File: config.mk
export PLATFORM = sky130hd
export DESIGN_NAME = multicycle_ctrl
export DESIGN_NICKNAME = d
export VERILOG_FILES = /design/src/rtl/mctrl_pkg.sv /design/src/rtl/mctrl_outdec.sv /design/src/rtl/multicycle_ctrl.sv
export SDC_FILE = /design/constraint.sdc
export NUM_CORES = 1
export LEC_CHECK = 0
export ABC_CLOCK_PERIOD_IN_PS = 2000
export CORE_MARGIN = 10
export CORE_UTILIZATION = 40
export DETAILED_ROUTE_END_ITERATION = 8
export GPL_TIMING_DRIVEN = 0
export PLACE_DENSITY = 0.84
export SETUP_SLACK_MARGIN = 0.5
export SLEW_MARGIN = 15
export SYNTH_ARGS = -nofsm -noshare
export SYNTH_HDL_FRONTEND = slang
export SYNTH_SLANG_ARGS = --single-unit
export TNS_END_PERCENT = 20
File: constraint.sdc
create_clock -name clk -period 2 [get_ports clk]
set_input_delay 0.3 -clock clk [delete_from_list [all_inputs] [get_ports clk]]
set_output_delay 0.3 -clock clk [all_outputs]
set_load 0.01 [all_outputs]
File: src/rtl/mctrl_pkg.sv
// Package: mctrl_pkg
// Shared definitions for the multi-cycle main controller:
//   - state_t      : 4-bit controller state encoding (IDLE..IMMWB)
//   - OP_*         : supported instruction opcodes (IR[31:26])
//   - alu_op_t, alu_src_b_t, pc_source_t : datapath select encodings
//   - ctrl_t       : the full Moore control vector driven onto the datapath
//   - op_supported : true for any opcode the controller can sequence
package mctrl_pkg;

  typedef enum logic [3:0] {
    S_IDLE   = 4'd0,
    S_FETCH  = 4'd1,
    S_DECODE = 4'd2,
    S_MEMADR = 4'd3,
    S_MEMRD  = 4'd4,
    S_MEMWB  = 4'd5,
    S_MEMWR  = 4'd6,
    S_EXEC   = 4'd7,
    S_ALUWB  = 4'd8,
    S_BRANCH = 4'd9,
    S_JUMP   = 4'd10,
    S_IMMEX  = 4'd11,
    S_IMMWB  = 4'd12
  } state_t;

  localparam logic [5:0] OP_RTYPE = 6'd0;
  localparam logic [5:0] OP_LW    = 6'd35;
  localparam logic [5:0] OP_SW    = 6'd43;
  localparam logic [5:0] OP_BEQ   = 6'd4;
  localparam logic [5:0] OP_J     = 6'd2;
  localparam logic [5:0] OP_IMM   = 6'd7;

  typedef enum logic [1:0] {
    ALU_ADD   = 2'b00,
    ALU_SUB   = 2'b01,
    ALU_FUNCT = 2'b10,
    ALU_IMM   = 2'b11
  } alu_op_t;

  typedef enum logic [1:0] {
    SRCB_RT      = 2'b00,
    SRCB_FOUR    = 2'b01,
    SRCB_IMM     = 2'b10,
    SRCB_IMM_SH2 = 2'b11
  } alu_src_b_t;

  typedef enum logic [1:0] {
    PCSRC_ALU    = 2'b00,
    PCSRC_ALUOUT = 2'b01,
    PCSRC_JUMP   = 2'b10,
    PCSRC_RSVD   = 2'b11
  } pc_source_t;

  typedef struct packed {
    logic       pc_write;
    logic       pc_write_cond;
    logic [1:0] pc_source;
    logic       iord;
    logic       mem_read;
    logic       mem_write;
    logic       ir_write;
    logic       reg_dst;
    logic       mem_to_reg;
    logic       reg_write;
    logic       alu_src_a;
    logic [1:0] alu_src_b;
    logic [1:0] alu_op;
    logic       instr_done;
    logic       illegal_op;
  } ctrl_t;

  function automatic logic op_supported(input logic [5:0] op);
    case (op)
      OP_RTYPE, OP_LW, OP_SW, OP_BEQ, OP_J, OP_IMM: return 1'b1;
      default:                                      return 1'b0;
    endcase
  endfunction

endpackage

File: src/rtl/mctrl_outdec.sv
// Module: mctrl_outdec
// Purely combinational control-vector decoder for the multi-cycle controller.
// Ports:
//   state     in  state_t  current controller state
//   mem_ready in  1        memory handshake (only used in FETCH and MEMWR)
//   op_legal  in  1        opcode is one the controller supports (used in DECODE)
//   ctrl      out ctrl_t   datapath control vector for this cycle
module mctrl_outdec
  import mctrl_pkg::*;
(
  input  state_t state,
  input  logic   mem_ready,
  input  logic   op_legal,
  output ctrl_t  ctrl
);

  always_comb begin
    ctrl = '0;
    case (state)
      S_FETCH: begin
        ctrl.mem_read  = 1'b1;
        ctrl.alu_src_b = SRCB_FOUR;
        // IR and PC+4 are only committed on the cycle the fetch completes
        ctrl.ir_write  = mem_ready;
        ctrl.pc_write  = mem_ready;
      end
      S_DECODE: begin
        // Speculatively form the branch target into ALUOut
        ctrl.alu_src_b  = SRCB_IMM_SH2;
        ctrl.alu_op     = ALU_ADD;
        ctrl.illegal_op = ~op_legal;
        ctrl.instr_done = ~op_legal;
      end
      S_MEMADR: begin
        ctrl.alu_src_a = 1'b1;
        ctrl.alu_src_b = SRCB_IMM;
      end
      S_MEMRD: begin
        ctrl.mem_read = 1'b1;
        ctrl.iord     = 1'b1;
      end
      S_MEMWB: begin
        ctrl.reg_write  = 1'b1;
        ctrl.mem_to_reg = 1'b1;
        ctrl.instr_done = 1'b1;
      end
      S_MEMWR: begin
        ctrl.mem_write  = 1'b1;
        ctrl.iord       = 1'b1;
        // A store only ends once memory accepts it
        ctrl.instr_done = mem_ready;
      end
      S_EXEC: begin
        ctrl.alu_src_a = 1'b1;
        ctrl.alu_op    = ALU_FUNCT;
      end
      S_ALUWB: begin
        ctrl.reg_dst    = 1'b1;
        ctrl.reg_write  = 1'b1;
        ctrl.instr_done = 1'b1;
      end
      S_BRANCH: begin
        ctrl.alu_src_a     = 1'b1;
        ctrl.alu_op        = ALU_SUB;
        ctrl.pc_write_cond = 1'b1;
        ctrl.pc_source     = PCSRC_ALUOUT;
        ctrl.instr_done    = 1'b1;
      end
      S_JUMP: begin
        ctrl.pc_write   = 1'b1;
        ctrl.pc_source  = PCSRC_JUMP;
        ctrl.instr_done = 1'b1;
      end
      S_IMMEX: begin
        ctrl.alu_src_a = 1'b1;
        ctrl.alu_src_b = SRCB_IMM;
        ctrl.alu_op    = ALU_IMM;
      end
      S_IMMWB: begin
        ctrl.reg_write  = 1'b1;
        ctrl.instr_done = 1'b1;
      end
      default: ;
    endcase
  end

endmodule

File: src/rtl/multicycle_ctrl.sv
// Module: multicycle_ctrl
// Multi-cycle main controller: sequences a shared ALU/memory/regfile datapath
// one instruction at a time (R-type, lw, sw, beq, j, imm-ALU), waiting on the
// memory ready handshake and parking in IDLE at an instruction boundary when
// run is low.
// Ports:
//   clk, rst_n (synchronous, active-low), run, opcode[5:0], mem_ready
//   pc_write, pc_write_cond, pc_source[1:0], iord, mem_read, mem_write,
//   ir_write, reg_dst, mem_to_reg, reg_write, alu_src_a, alu_src_b[1:0],
//   alu_op[1:0], instr_done, illegal_op, state_o[3:0]
// Optional build macro MCTRL_PERF_EN: adds the wrapping counters
// cycle_cnt / instr_cnt / stall_cnt [CNT_W-1:0].
module multicycle_ctrl
  import mctrl_pkg::*;
#(
  parameter int CNT_W = 32
)
(
  input  logic             clk,
  input  logic             rst_n,
  input  logic             run,
  input  logic [5:0]       opcode,
  input  logic             mem_ready,
  output logic             pc_write,
  output logic             pc_write_cond,
  output logic [1:0]       pc_source,
  output logic             iord,
  output logic             mem_read,
  output logic             mem_write,
  output logic             ir_write,
  output logic             reg_dst,
  output logic             mem_to_reg,
  output logic             reg_write,
  output logic             alu_src_a,
  output logic [1:0]       alu_src_b,
  output logic [1:0]       alu_op,
  output logic             instr_done,
  output logic             illegal_op,
`ifdef MCTRL_PERF_EN
  output logic [CNT_W-1:0] cycle_cnt,
  output logic [CNT_W-1:0] instr_cnt,
  output logic [CNT_W-1:0] stall_cnt,
`endif
  output logic [3:0]       state_o
);

  state_t state_reg;
  state_t state_next;
  state_t boundary_next;
  ctrl_t  ctrl;

  always_ff @(posedge clk) begin
    if (!rst_n) state_reg <= S_IDLE;
    else        state_reg <= state_next;
  end

  // Where every final state goes: next instruction or park
  assign boundary_next = run ? S_FETCH : S_IDLE;

  always_comb begin
    state_next = state_reg;
    case (state_reg)
      S_IDLE:   if (run) state_next = S_FETCH;
      S_FETCH:  if (mem_ready) state_next = S_DECODE;
      S_DECODE: begin
        case (opcode)
          OP_LW, OP_SW: state_next = S_MEMADR;
          OP_RTYPE:     state_next = S_EXEC;
          OP_BEQ:       state_next = S_BRANCH;
          OP_J:         state_next = S_JUMP;
          OP_IMM:       state_next = S_IMMEX;
          default:      state_next = boundary_next;  // illegal ends here
        endcase
      end
      S_MEMADR: state_next = (opcode == OP_SW) ? S_MEMWR : S_MEMRD;
      S_MEMRD:  if (mem_ready) state_next = S_MEMWB;
      S_MEMWR:  if (mem_ready) state_next = boundary_next;
      S_EXEC:   state_next = S_ALUWB;
      S_IMMEX:  state_next = S_IMMWB;
      S_MEMWB, S_ALUWB, S_BRANCH, S_JUMP, S_IMMWB:
                state_next = boundary_next;
      default:  state_next = S_IDLE;
    endcase
  end

  mctrl_outdec u_outdec (
    .state     (state_reg),
    .mem_ready (mem_ready),
    .op_legal  (op_supported(opcode)),
    .ctrl      (ctrl)
  );

  assign pc_write      = ctrl.pc_write;
  assign pc_write_cond = ctrl.pc_write_cond;
  assign pc_source     = ctrl.pc_source;
  assign iord          = ctrl.iord;
  assign mem_read      = ctrl.mem_read;
  assign mem_write     = ctrl.mem_write;
  assign ir_write      = ctrl.ir_write;
  assign reg_dst       = ctrl.reg_dst;
  assign mem_to_reg    = ctrl.mem_to_reg;
  assign reg_write     = ctrl.reg_write;
  assign alu_src_a     = ctrl.alu_src_a;
  assign alu_src_b     = ctrl.alu_src_b;
  assign alu_op        = ctrl.alu_op;
  assign instr_done    = ctrl.instr_done;
  assign illegal_op    = ctrl.illegal_op;
  assign state_o       = state_reg;

`ifdef MCTRL_PERF_EN
  // Index 0: active cycles, 1: completed instructions, 2: memory stall cycles
  logic [2:0]       cnt_inc;
  logic [CNT_W-1:0] cnt_reg [3];

  assign cnt_inc[0] = (state_reg != S_IDLE);
  assign cnt_inc[1] = ctrl.instr_done;
  assign cnt_inc[2] = ~mem_ready & ((state_reg == S_FETCH) |
                                    (state_reg == S_MEMRD) |
                                    (state_reg == S_MEMWR));

  always_ff @(posedge clk) begin
    for (int i = 0; i < 3; i++) begin
      if (!rst_n) cnt_reg[i] <= '0;
      else        cnt_reg[i] <= cnt_reg[i] + CNT_W'(cnt_inc[i]);
    end
  end

  assign cycle_cnt = cnt_reg[0];
  assign instr_cnt = cnt_reg[1];
  assign stall_cnt = cnt_reg[2];
`endif

endmodule

==> metrics.md <==
| Metric | Value |
|---|---|
| Status | `complete, no violations` |
| Via count | `1,043` |
| Slew Viols, Final | `0` |
| H-tree depth | `1` |
| Initial drt markers | `77` |
| Clk root buf | `clkbuf_4` |
| Critical path's slowest cell | `dfxtp_2` |
| Tot GR Track Use | `roughly 15%` |
| Worst VDD drop | `0.235 mV` |
| Leak Pwr | `0.563 nW` |
| Startpoint Class | `register` |
| Layout cell share with drive strength beyond 1 | `between 40% and 50%` |
| IO buf count | `30` |
| Nets | `162` |
| Worst Path Arrival | `approximately 1.5 ns` |
| Post-Synthesis Cells | `103` |
| Yosys cell types | `between 40 and 50` |
| Num CTS Buffers | `3` |
| CP cell instances | `buf_6, buf_8, buf_4, xnor2_1, nor3_1, buf_2` |
| Die ar. | `3760 sq um` |
| WS Path Type | `register to output pin` |
| Power Dens Cells | `between 300 and 400 nW/um^2` |
| Non-Filler Instances | `166` |
| Fin Hold WS | `0.551 ns` |
| Max FFs per register | `4` |
| Seq/Total Area, Yosys | `between 10% and 20%` |
| Final hold violation count | `0` |
| Most frequent cells in the layout | `13 x buf_4, 11 x dlygate4sd2_1, 10 x nand2_1` |
| Total core area | `1560 sq um` |
| GRT overflow | `0` |
| Fmax | `567 MHz` |
| Routed wire length | `3.17 mm` |
| First-pass GRT wire length | `4.33 mm` |
| Clock Path Buffers | `2` |
| Clk slew on worst S/H paths | `0.04 ns` |
| CP Max Fanout | `7` |
| Setup crit end kind | `output pin` |
| Dpl hpwl | `1.83 mm` |
| Slew of the pin with the lowest slew margin | `0.346 ns` |
| Synth Warn # | `0` |
| Post-layout instance area | `1260 sq um` |
| CTS sink cnt | `4` |
| CTS tree | `yes` |
| Req. time, crit path | `1.70 ns` |
| CP max stage delay | `0.31 ns` |
| Initial DRT Pass Iterations | `4` |
| Yosys reg bits | `4` |
| Area Overhead vs Synth | `85.0%` |
| Drc violations | `0` |
| Final worst-path cycle share | `88.2%` |
| Post-Syn Area per Cell | `6.63 sq um` |
| Largest net degree at the start of global routing | `11` |
| Worst-skew pair later-pin latency | `0.24 ns` |
| Initial core utilization | `43.8%` |
| Max_slew headroom | `76.7%` |
| TNS Setup | `0 ns` |
| Die Y | `61.3 microns` |
| Die W | `between 60 and 70 microns` |
| Final min period | `1.76 ns` |
| Vias in the first global route | `860` |
| Vias per inst | `6.28` |
| Cell Area, Synth | `between 600 and 700 sq um` |
| Site Rows | `14` |
| Max-Cap Viols | `0` |
| Initial antenna violation count | `0` |
| Final setup vio count | `0` |
| Skew final | `0.00446 ns` |
| Worst Hold Class | `input pin to register` |
| Leading cell type in the layout, fill and taps excluded | `buf_4` |
| Ports | `32` |
| DP Area | `1040 sq um` |
| Diodes inserted | `0` |
| Placed cells | `about 150` |
| Post-DRT Antenna Nets | `0` |
| Synth Net Count | `113` |
| RSZ-0062 raised after global routing | `true` |
| Gpl congestion | `0.853` |
| Wire length per cell | `19.1 microns` |
[final timing paths]
check | startpoint | end | slack (ns) | cells past startpoint
worst max-delay path | state_o[0]$_SDFFE_PN0P_ | alu_src_b[0] | 0.24 | 6
worst min register to register | state_o[3]$_SDFFE_PN0P_ | state_o[0]$_SDFFE_PN0P_ | 0.87 | 5
worst min-delay path | opcode[1] | state_o[2]$_SDFFE_PN0P_ | 0.55 | 4
worst max register to register | state_o[0]$_SDFFE_PN0P_ | state_o[1]$_SDFFE_PN0P_ | 0.28 | 5
[area by class of cell]
type / instances / area (sq um)
buffer: 10 / 134
clock buffer: 3 / 22.5
fill: 102 / 295
inverter: 4 / 18.8
multi-input combinational: 85 / 617
sequential: 4 / 87.6
tap: 16 / 20.0
timing repair buffer: 44 / 364
[repair_timing]
action / 4_1_cts / 5_1_grt
hold buffers: 0 / 0
buffers inserted: 6 / 6
endpoints found under the setup margin: 21 / 20
resized for setup: 75 / 23
gates cloned: 2 / 0
pin swaps: 8 / 7
[layer usage]
layer / up-vias / wire [microns] / track usage, %
met5: - / 0 / 0
met3: 10 / 303 / 3.09
met1: 475 / 1190 / 18.1
met2: 82 / 1570 / 25.4
li1: 476 / - / -
met4: 0 / 96 / 4.56
[report_power, final]
part	internal (mW)	switching [mW]	total (mW)	leakage (nW)
Combinational	0.154	0.157	0.311	0.515
Sequential	0.0855	0.00430	0.0898	0.0346
Clock	0.0672	0.0338	0.101	0.0138
Total	0.307	0.195	0.502	0.563
[worst max-delay path: cells and delay by family, from the launching register on]
family	cells	cell delay, ns
buffers and inverters	4	0.59
DFF	1	0.31
and+or+nand+nor	1	0.21
xor gates and xnor gates	1	0.11
[synthesized netlist by cell type]
master / number / area, sq um
o211ai_1: 2 / 15.0
dfxtp_1: 4 / 80.1
xnor2_1: 3 / 26.3
buf_6: 4 / 45.0
buf_4: 2 / 15.0
o22ai_1: 3 / 18.8
a31oi_1: 1 / 6.26
a21o_1: 1 / 7.51
o221a_2: 1 / 11.3
and3_1: 2 / 12.5
inv_1: 4 / 15.0
xor2_1: 1 / 8.76
nor3_1: 7 / 35.0
and2_1: 2 / 12.5
a211oi_1: 1 / 7.51
nand3b_1: 2 / 15.0
nor3b_1: 1 / 7.51
nor2_1: 13 / 48.8
or4_2: 1 / 8.76
or2_1: 1 / 6.26
o21ai_0: 4 / 20.0
clkbuf_2: 1 / 5.00
clkbuf_1: 1 / 3.75
nand4b_1: 1 / 8.76
buf_2: 2 / 10.0
or4b_1: 1 / 10.0
a21boi_0: 1 / 7.51
or4b_2: 1 / 10.0
nor4b_1: 1 / 8.76
nand2_1: 12 / 45.0
nand2b_1: 1 / 6.26
nand3_1: 1 / 5.00
or3_2: 1 / 7.51
or4_1: 2 / 15.0
o311a_2: 1 / 11.3
nor4_1: 2 / 12.5
a21oi_1: 5 / 25.0
or2_2: 1 / 6.26
o2111ai_1: 1 / 8.76
a2bb2oi_1: 2 / 17.5
nor2b_1: 3 / 18.8
a311oi_1: 2 / 17.5
[stage by stage]
step	worst slack [ns]	power, mW	utilization (%)
floorplan	0.447	0.231	-
global placement	-0.489	0.325	67.0
detailed placement	-0.495	0.327	67.0
CTS	0.263	0.451	75.3
global route	0.186	0.530	81.1
finish	0.236	0.502	81.1
[logic make-up after synthesis]
| logic type | after synthesis | synth area share (%) |
|---|---|---|
| xor+xnor | 4 | 5.13 |
| buf+inv | 14 | 13.7 |
| compound gates | 25 | 25.5 |
| flops | 4 | 11.7 |
| simple gates | 56 | 44.0 |
No activity file was read; power rests on OpenSTA's default activity.
